--- config.mk ---
export PLATFORM = sky130hd
export DESIGN_NAME = mem_write_arbiter
export DESIGN_NICKNAME = d
export VERILOG_FILES = /design/src/rtl/mem_write_arbiter.sv
export SDC_FILE = /design/constraint.sdc
export NUM_CORES = 1
export LEC_CHECK = 0
export ABC_CLOCK_PERIOD_IN_PS = 3440
export CAP_MARGIN = 10
export CORE_ASPECT_RATIO = 0.9
export CORE_UTILIZATION = 30
export CTS_BUF_LIST = sky130_fd_sc_hd__clkbuf_8
export DETAILED_ROUTE_END_ITERATION = 12
export PLACE_DENSITY = 0.76
export SLEW_MARGIN = 20
export SYNTH_ARGS = -nofsm -noshare
export SYNTH_HDL_FRONTEND = slang
export SYNTH_SLANG_ARGS = --single-unit
--- constraint.sdc ---
create_clock -name clk -period 3.44 [get_ports clk]
set_input_delay 0.688 -clock clk [delete_from_list [all_inputs] [get_ports clk]]
set_output_delay 0.688 -clock clk [all_outputs]
set_load 0.01 [all_outputs]
--- src/rtl/mem_write_arbiter.sv ---
// mem_write_arbiter: shares the LPDDR MCB p4 write port between two
// single-word write requesters (0 = pixel writer, 1 = processor store path).
// Each grant becomes one data push to the MCB write FIFO followed by one
// write command.
//
// Ports:
//   clk, rst              system clock, synchronous active-high reset
//   enable                grants allowed only while high (calibration done)
//   req/addr/data/be 0,1  requests, held stable until the matching ack
//   ack0, ack1            one-cycle pulse when the command is issued
//   mem_cmd_*             MCB command port (write, burst length 1)
//   mem_wr_*              MCB write-data port and its status flags
//   busy                  high whenever a transaction is in progress
//   err                   sticky MCB write-port error, cleared by rst
module mem_write_arbiter #(
  parameter int unsigned FIXED_PRIORITY = 0
) (
  input  logic        clk,
  input  logic        rst,
  input  logic        enable,
  input  logic        req0,
  input  logic [29:0] addr0,
  input  logic [31:0] data0,
  input  logic [3:0]  be0,
  output logic        ack0,
  input  logic        req1,
  input  logic [29:0] addr1,
  input  logic [31:0] data1,
  input  logic [3:0]  be1,
  output logic        ack1,
  output logic        mem_cmd_en,
  output logic [2:0]  mem_cmd_instr,
  output logic [5:0]  mem_cmd_bl,
  output logic [29:0] mem_cmd_byte_addr,
  input  logic        mem_cmd_full,
  output logic        mem_wr_en,
  output logic [3:0]  mem_wr_mask,
  output logic [31:0] mem_wr_data,
  input  logic        mem_wr_full,
  input  logic        mem_wr_underrun,
  input  logic        mem_wr_error,
  output logic        busy,
  output logic        err
);

  typedef enum logic [1:0] {IDLE, LOAD, ISSUE} state_t;

  state_t      state, state_nxt;
  logic        grant;
  logic        win;
  logic        last_grant;
  logic        grant_id;
  logic [29:0] addr_q;
  logic [31:0] data_q;
  logic [3:0]  mask_q;

  // Arbitration: a lone requester wins; on a tie either requester 0 always
  // wins or the one that was not granted last time does.
  always_comb begin
    grant = enable && !mem_wr_full && (req0 || req1);
    if (req0 && req1)
      win = (FIXED_PRIORITY != 0) ? 1'b0 : ~last_grant;
    else
      win = req1;
  end

  always_ff @(posedge clk) begin
    if (rst)
      state <= IDLE;
    else
      state <= state_nxt;
  end

  always_comb begin
    state_nxt = state;
    unique case (state)
      IDLE:    if (grant) state_nxt = LOAD;
      LOAD:    state_nxt = ISSUE;
      ISSUE:   if (!mem_cmd_full) state_nxt = IDLE;
      default: state_nxt = IDLE;
    endcase
  end

  always_comb begin
    mem_wr_en  = (state == LOAD);
    mem_cmd_en = (state == ISSUE) && !mem_cmd_full;
    ack0       = mem_cmd_en && !grant_id;
    ack1       = mem_cmd_en && grant_id;
    busy       = (state != IDLE);
  end

  // The mask is stored already inverted so that every latched output reads
  // zero straight after reset.
  always_ff @(posedge clk) begin
    if (rst) begin
      last_grant <= 1'b1;
      grant_id   <= 1'b0;
      addr_q     <= '0;
      data_q     <= '0;
      mask_q     <= '0;
      err        <= 1'b0;
    end else begin
      err <= err | mem_wr_underrun | mem_wr_error;
      if (state == IDLE && grant) begin
        grant_id   <= win;
        last_grant <= win;
        addr_q     <= win ? addr1 : addr0;
        data_q     <= win ? data1 : data0;
        mask_q     <= ~(win ? be1 : be0);
      end
    end
  end

  assign mem_cmd_instr     = 3'b000;
  assign mem_cmd_bl        = 6'd0;
  assign mem_cmd_byte_addr = addr_q & {{28{1'b1}}, 2'b00};
  assign mem_wr_data       = data_q;
  assign mem_wr_mask       = mask_q;

endmodule

# --- Word level (Yosys, flattened, before mapping) ---
# Cells that the tools add are included.
op_classes:
  n_mux: 7
  bitwise_logic: 4
  n_eq_ne: 4
  n_reduce_logical: 14
op_table:
  columns: ["operator", "n"]
  rows:
  - ["2-to-1 mux 32 bit", 1]
  - ["2-to-1 mux 30 bit", 1]
  - ["logical AND 1 bit", 7]
  - ["one-hot mux 2 bit (3 select lines)", 1]
  - ["2-to-1 mux 2 bit", 2]
  - ["2-to-1 mux 4 bit", 1]
  - ["inequality test 2 bit (second input constant)", 2]
  - ["NOT 4 bit", 1]
  - ["logical NOT 1 bit", 3]
  - ["== test 2 x 1 -> 1 bit (second input constant)", 1]
  - ["== test 2 bit (second input constant)", 1]
  - ["logical NOT 2 bit", 1]
  - ["bitwise OR 1 bit", 2]
  - ["AND reduction 2 bit", 1]
  - ["nonzero test 2 bit", 1]
  - ["logical OR 1 bit", 1]
  - ["2-to-1 mux 1 bit", 1]
  - ["NOT 1 bit", 1]
totals:
  output_inout_bits: 81
  elab_cells: 36
  register_bits: 71

# --- Longest topological paths before layout ---
depth:
  word_depth: 5
  depth_mapped: 5
  depth_no_buf: 3

# --- Worst setup path before layout ---
# OpenSTA, ideal clock, no wires.
synth_timing:
  path_type: "input to output"
  from: "input mem_cmd_full"
  to: "output ack0"
  required_ps: 2752
  setup_slack_ps: 1585
  arrival_time_ps: 1167
  cell_stages: 2
  n_path_buf: 0
  cell_sequence: "nor2b_1 -> nor2b_1"
synth_between:
  elab_chain_len: 3
synth_lines:
  columns: ["element", "line_no", "source"]
  rows:
  - ["start, declared", "35", "input logic mem_cmd_full,"]
  - ["logical NOT 1 bit", "86", "mem_cmd_en = (state == ISSUE) && !mem_cmd_full;"]
  - ["logical AND 1 bit", "86", null]
  - ["logical AND 1 bit", "87", "ack0 = mem_cmd_en && !grant_id;"]
  - ["end, declared", "25", "output logic ack0,"]
# Every way passes these cells.

# --- Final worst setup path ---
# Same ends and word-level chain as after synthesis.

==> metrics.md <==
| Metric | Value |
|---|---|
| Status | completed |
| Total CTS buffers | 9 |
| Crit path max-delay cell type | clkdlybuf4s50_1 |
| Slew margin rel. | 0.612 |
| P&R area growth vs syn | 66.9% |
| Via/cell ratio | 5.12 |
| Max Cap Violations | 0 |
| Final Core Density | 0.512 |
| GPL Wtd Cong | 0.732 |
| Initial core utilization | 0.307 |
| Hold slack | 0.460 ns |
| Ant. Diodes | 0 |
| Chip width | 116 µm |
| Register cell area after layout | 1380 µm² |
| IO buf count | 206 |
| TritonCTS Sinks | 69 |
| Routed wire length | 10.7 mm |
| Sw Share | 0.261 |
| Cell taking the most area after synthesis | dfxtp_1 |
| Filler cells | 1040 |
| WP buf/inv | 2 |
| Yosys Warn Count | 0 |
| Post-Syn Instances | 333 |
| Synth top area cells | dfxtp_1 (39%), a221oi_2 (21%), o32ai_1 (16%), inv_1 (6.5%), buf_4 (2.6%) |
| Global-route wire length before repair | 16.6 mm |
| Kind of cell adding the most delay to the critical path | buffers and inverters |
| Worst Path Arrival | 2.02 ns |
| Final Max Tran Viols | 0 |
| Share of post-route cells with drive strength above 1 | 0.156 |
| Synth cell count leaders | dfxtp_1 (69), o32ai_1 (64), inv_1 (61), a221oi_2 (50), clkbuf_1 (19) |
| Synthesized area | 3500 µm² |
| Yosys top cell area share | 0.395 |
| Setup crit end kind | primary output |
| Count leader, synth | dfxtp_1 |
| Comb pwr share | 0.257 |
| Hpwl dp | 7.75 mm |
| Leakage power | 0.00193 µW |
| Data required time of the worst path | 2.75 ns |
| Critical Path Fanout Max | 3 |
| Top FF cell, synth | dfxtp_1 |
| Worst-Skew Late Latency | 0.34 ns |
| H-tree Lvls | 3 |
| Die area | 12100 µm² |
| CTS tree | yes |
| Critical path class | in -> out |
| HP Start | mem_wr_data[31]$_SDFFE_PP0P_ |
| Hold crit path type | reg -> reg |
| Synth async-reset ratio | 0 |
| R2r endpoint | last_grant$_SDFFE_PP1P_ |
| Pwr dens | 378 nW/µm² |
| Clk buf depth | 2 |
| Hold buffer count at CTS | 0 |
| Sw power | 577 µW |
| Final setup viols | 0 |
| Postcts setup bufs | 0 |
| Die height | 104 µm |
| Flops & latches, synth | 69 |
| Vias in the first global route | 3465 |
| Post-route minimum period | 2.70 ns |
| Gr usage total | 0.172 |
| DRT antenna net count | 0 |
| Reg2Reg Depth | 4 |
| Fin crit share | 0.786 |
| Core ar. | 11400 µm² |
| Actual slew at the worst max-slew pin | 0.582 ns |
| Reg clk slew, reported paths | 0.07 ns |
| Mean post-synth cell area | 10.5 µm² |
| Sequential area share after synthesis | 0.395 |
| Seq pwr share | 0.398 |
| Avg WL per Cell | 15.8 µm |
| Total gr overflow | 0 |
| Clk pwr share | 0.344 |
| Critical Path, Cell by Cell | clkdlybuf4s50_1, nor2b_1, nor2b_1, clkdlybuf4s50_1 |
| Initial antenna violation count | 0 |
| Worst hold endpoint | mem_wr_data[31]$_SDFFE_PP0P_ |
| Iteration-0 DRC Markers | 185 |
| Fin Setup TNS | 0 ns |
| Final Hold Viols | 0 |
| Setup Skew | 0.0115 ns |
| Post-CTS Resized | 0 |
| Crit start category | input pin |
| Area of the multi-input gates | 1640 µm² |
| R2r setup slk | 1.66 ns |
| Number of synthesized flops with an enable pin | 0 |
| Final net count | 656 |
| Highest Clock Rate | 0.370 GHz |
| Row count | 37 |
| Routed via count | 3459 |
| Peak supply drop | 164 µV |
| Cell variety after synth | 25 |
| Hold depth | 2 |
| Pre-Repair DR Iteration Count | 4 |
| Largest net degree at the start of global routing | 65 |
| RSZ-0062 raised after global routing | no |
| Largest stage delay, worst path | 0.54 ns |
| Cell Int Power | 1630 µW |
| Clock root buffer | clkbuf_8 |
| Num ports | 222 |
| RR Startpoint | state[0]$_SDFFE_PP0P_ |
| Residual DRC count | 0 |
## worst max path at each step
stage	start	end	slack, ns	cells past startpoint
floorplan	mem_cmd_full	ack0	1.59	2
global route	mem_cmd_full	ack0	0.64	4
CTS	mem_cmd_full	ack1	0.72	4
finish	mem_cmd_full	ack0	0.74	4
detailed placement	mem_cmd_full	ack1	0.73	4
global placement	mem_cmd_full	ack0	0.73	4
## routing by layer
layer / track usage / wire [µm] / vias to the layer above / part of all wire
met1: 0.192 / 4370 / 1626 / 0.41
met4: 0.0559 / 184 / 0 / 0.017
met2: 0.310 / 5260 / 153 / 0.49
met3: 0.0484 / 881 / 20 / 0.082
li1: - / - / 1660 / -
met5: 0 / 0 / - / 0
## tightest hold or removal path, stage by stage (launching register included)
cell and delay [ns]:
dfxtp_1 0.31, inv_1 0.06, a221oi_2 0.05
## per-stage QoR
stage | setup slack, ns | cells | total power [µW] | instance area, µm²
after floorplan | 1.59 | 343 | 1170 | 3530
after global placement | 0.734 | 660 | 1460 | 5600
after detailed placement | 0.726 | 660 | 1470 | 5600
after CTS | 0.718 | 676 | 2240 | 5840
after global routing | 0.643 | 676 | 2310 | 5840
final | 0.737 | 676 | 2210 | 5840
## power groups by stage
| stage | Sequential [µW] | Clock, µW | Combinational [µW] |
|---|---|---|---|
| after floorplan | 922 | 0 | 247 |
| after global placement | 897 | 0 | 559 |
| after detailed placement | 899 | 0 | 571 |
| after CTS | 881 | 791 | 573 |
| after global routing | 888 | 818 | 605 |
| final | 880 | 761 | 568 |
## registers in the layout, indices dropped and copies added, names as in the netlist
signal,count
last_grant,1
mem_wr_data,32
mem_wr_mask,4
state,2
err,1
addr_q,28
grant_id,1
## cell families (layout without fill, tap and decap cells)
kind of cell,after synthesis,in the layout,synth area share
AND/OR/NAND/NOR,16,16,0.0279
AO/OA/AOI/OAI,133,133,0.423
buffers and inverters,114,291,0.153
flip-flops,69,69,0.395
other,1,11,0.00107
## final cells by class
cell class | count | share of cell area
Timing Repair Buffer | 213 | 0.368
Inverter | 62 | 0.0399
Sequential cell | 69 | 0.237
Clock buffer | 11 | 0.0259
Multi-Input combinational cell | 160 | 0.282
Tap cell | 156 | 0.0334
Clock inverter | 5 | 0.0139
## layout by cell type (no fill, tap or decap), drive strengths merged
cell,instances
and4,1
clkbuf,11
buf,8
inv,63
or2,1
nor2,3
a32o,4
a21oi,1
bufinv,2
and2,2
a221o,1
nor4b,1
o32ai,64
nand2,2
clkdlybuf4s50,205
nor2b,5
a221oi,60
clkinvlp,1
a31o,1
dfxtp,69
a21bo,1
nor3,1
conb,11
clkinv,1
o21ai,1
(Power assumes the default switching activity.)
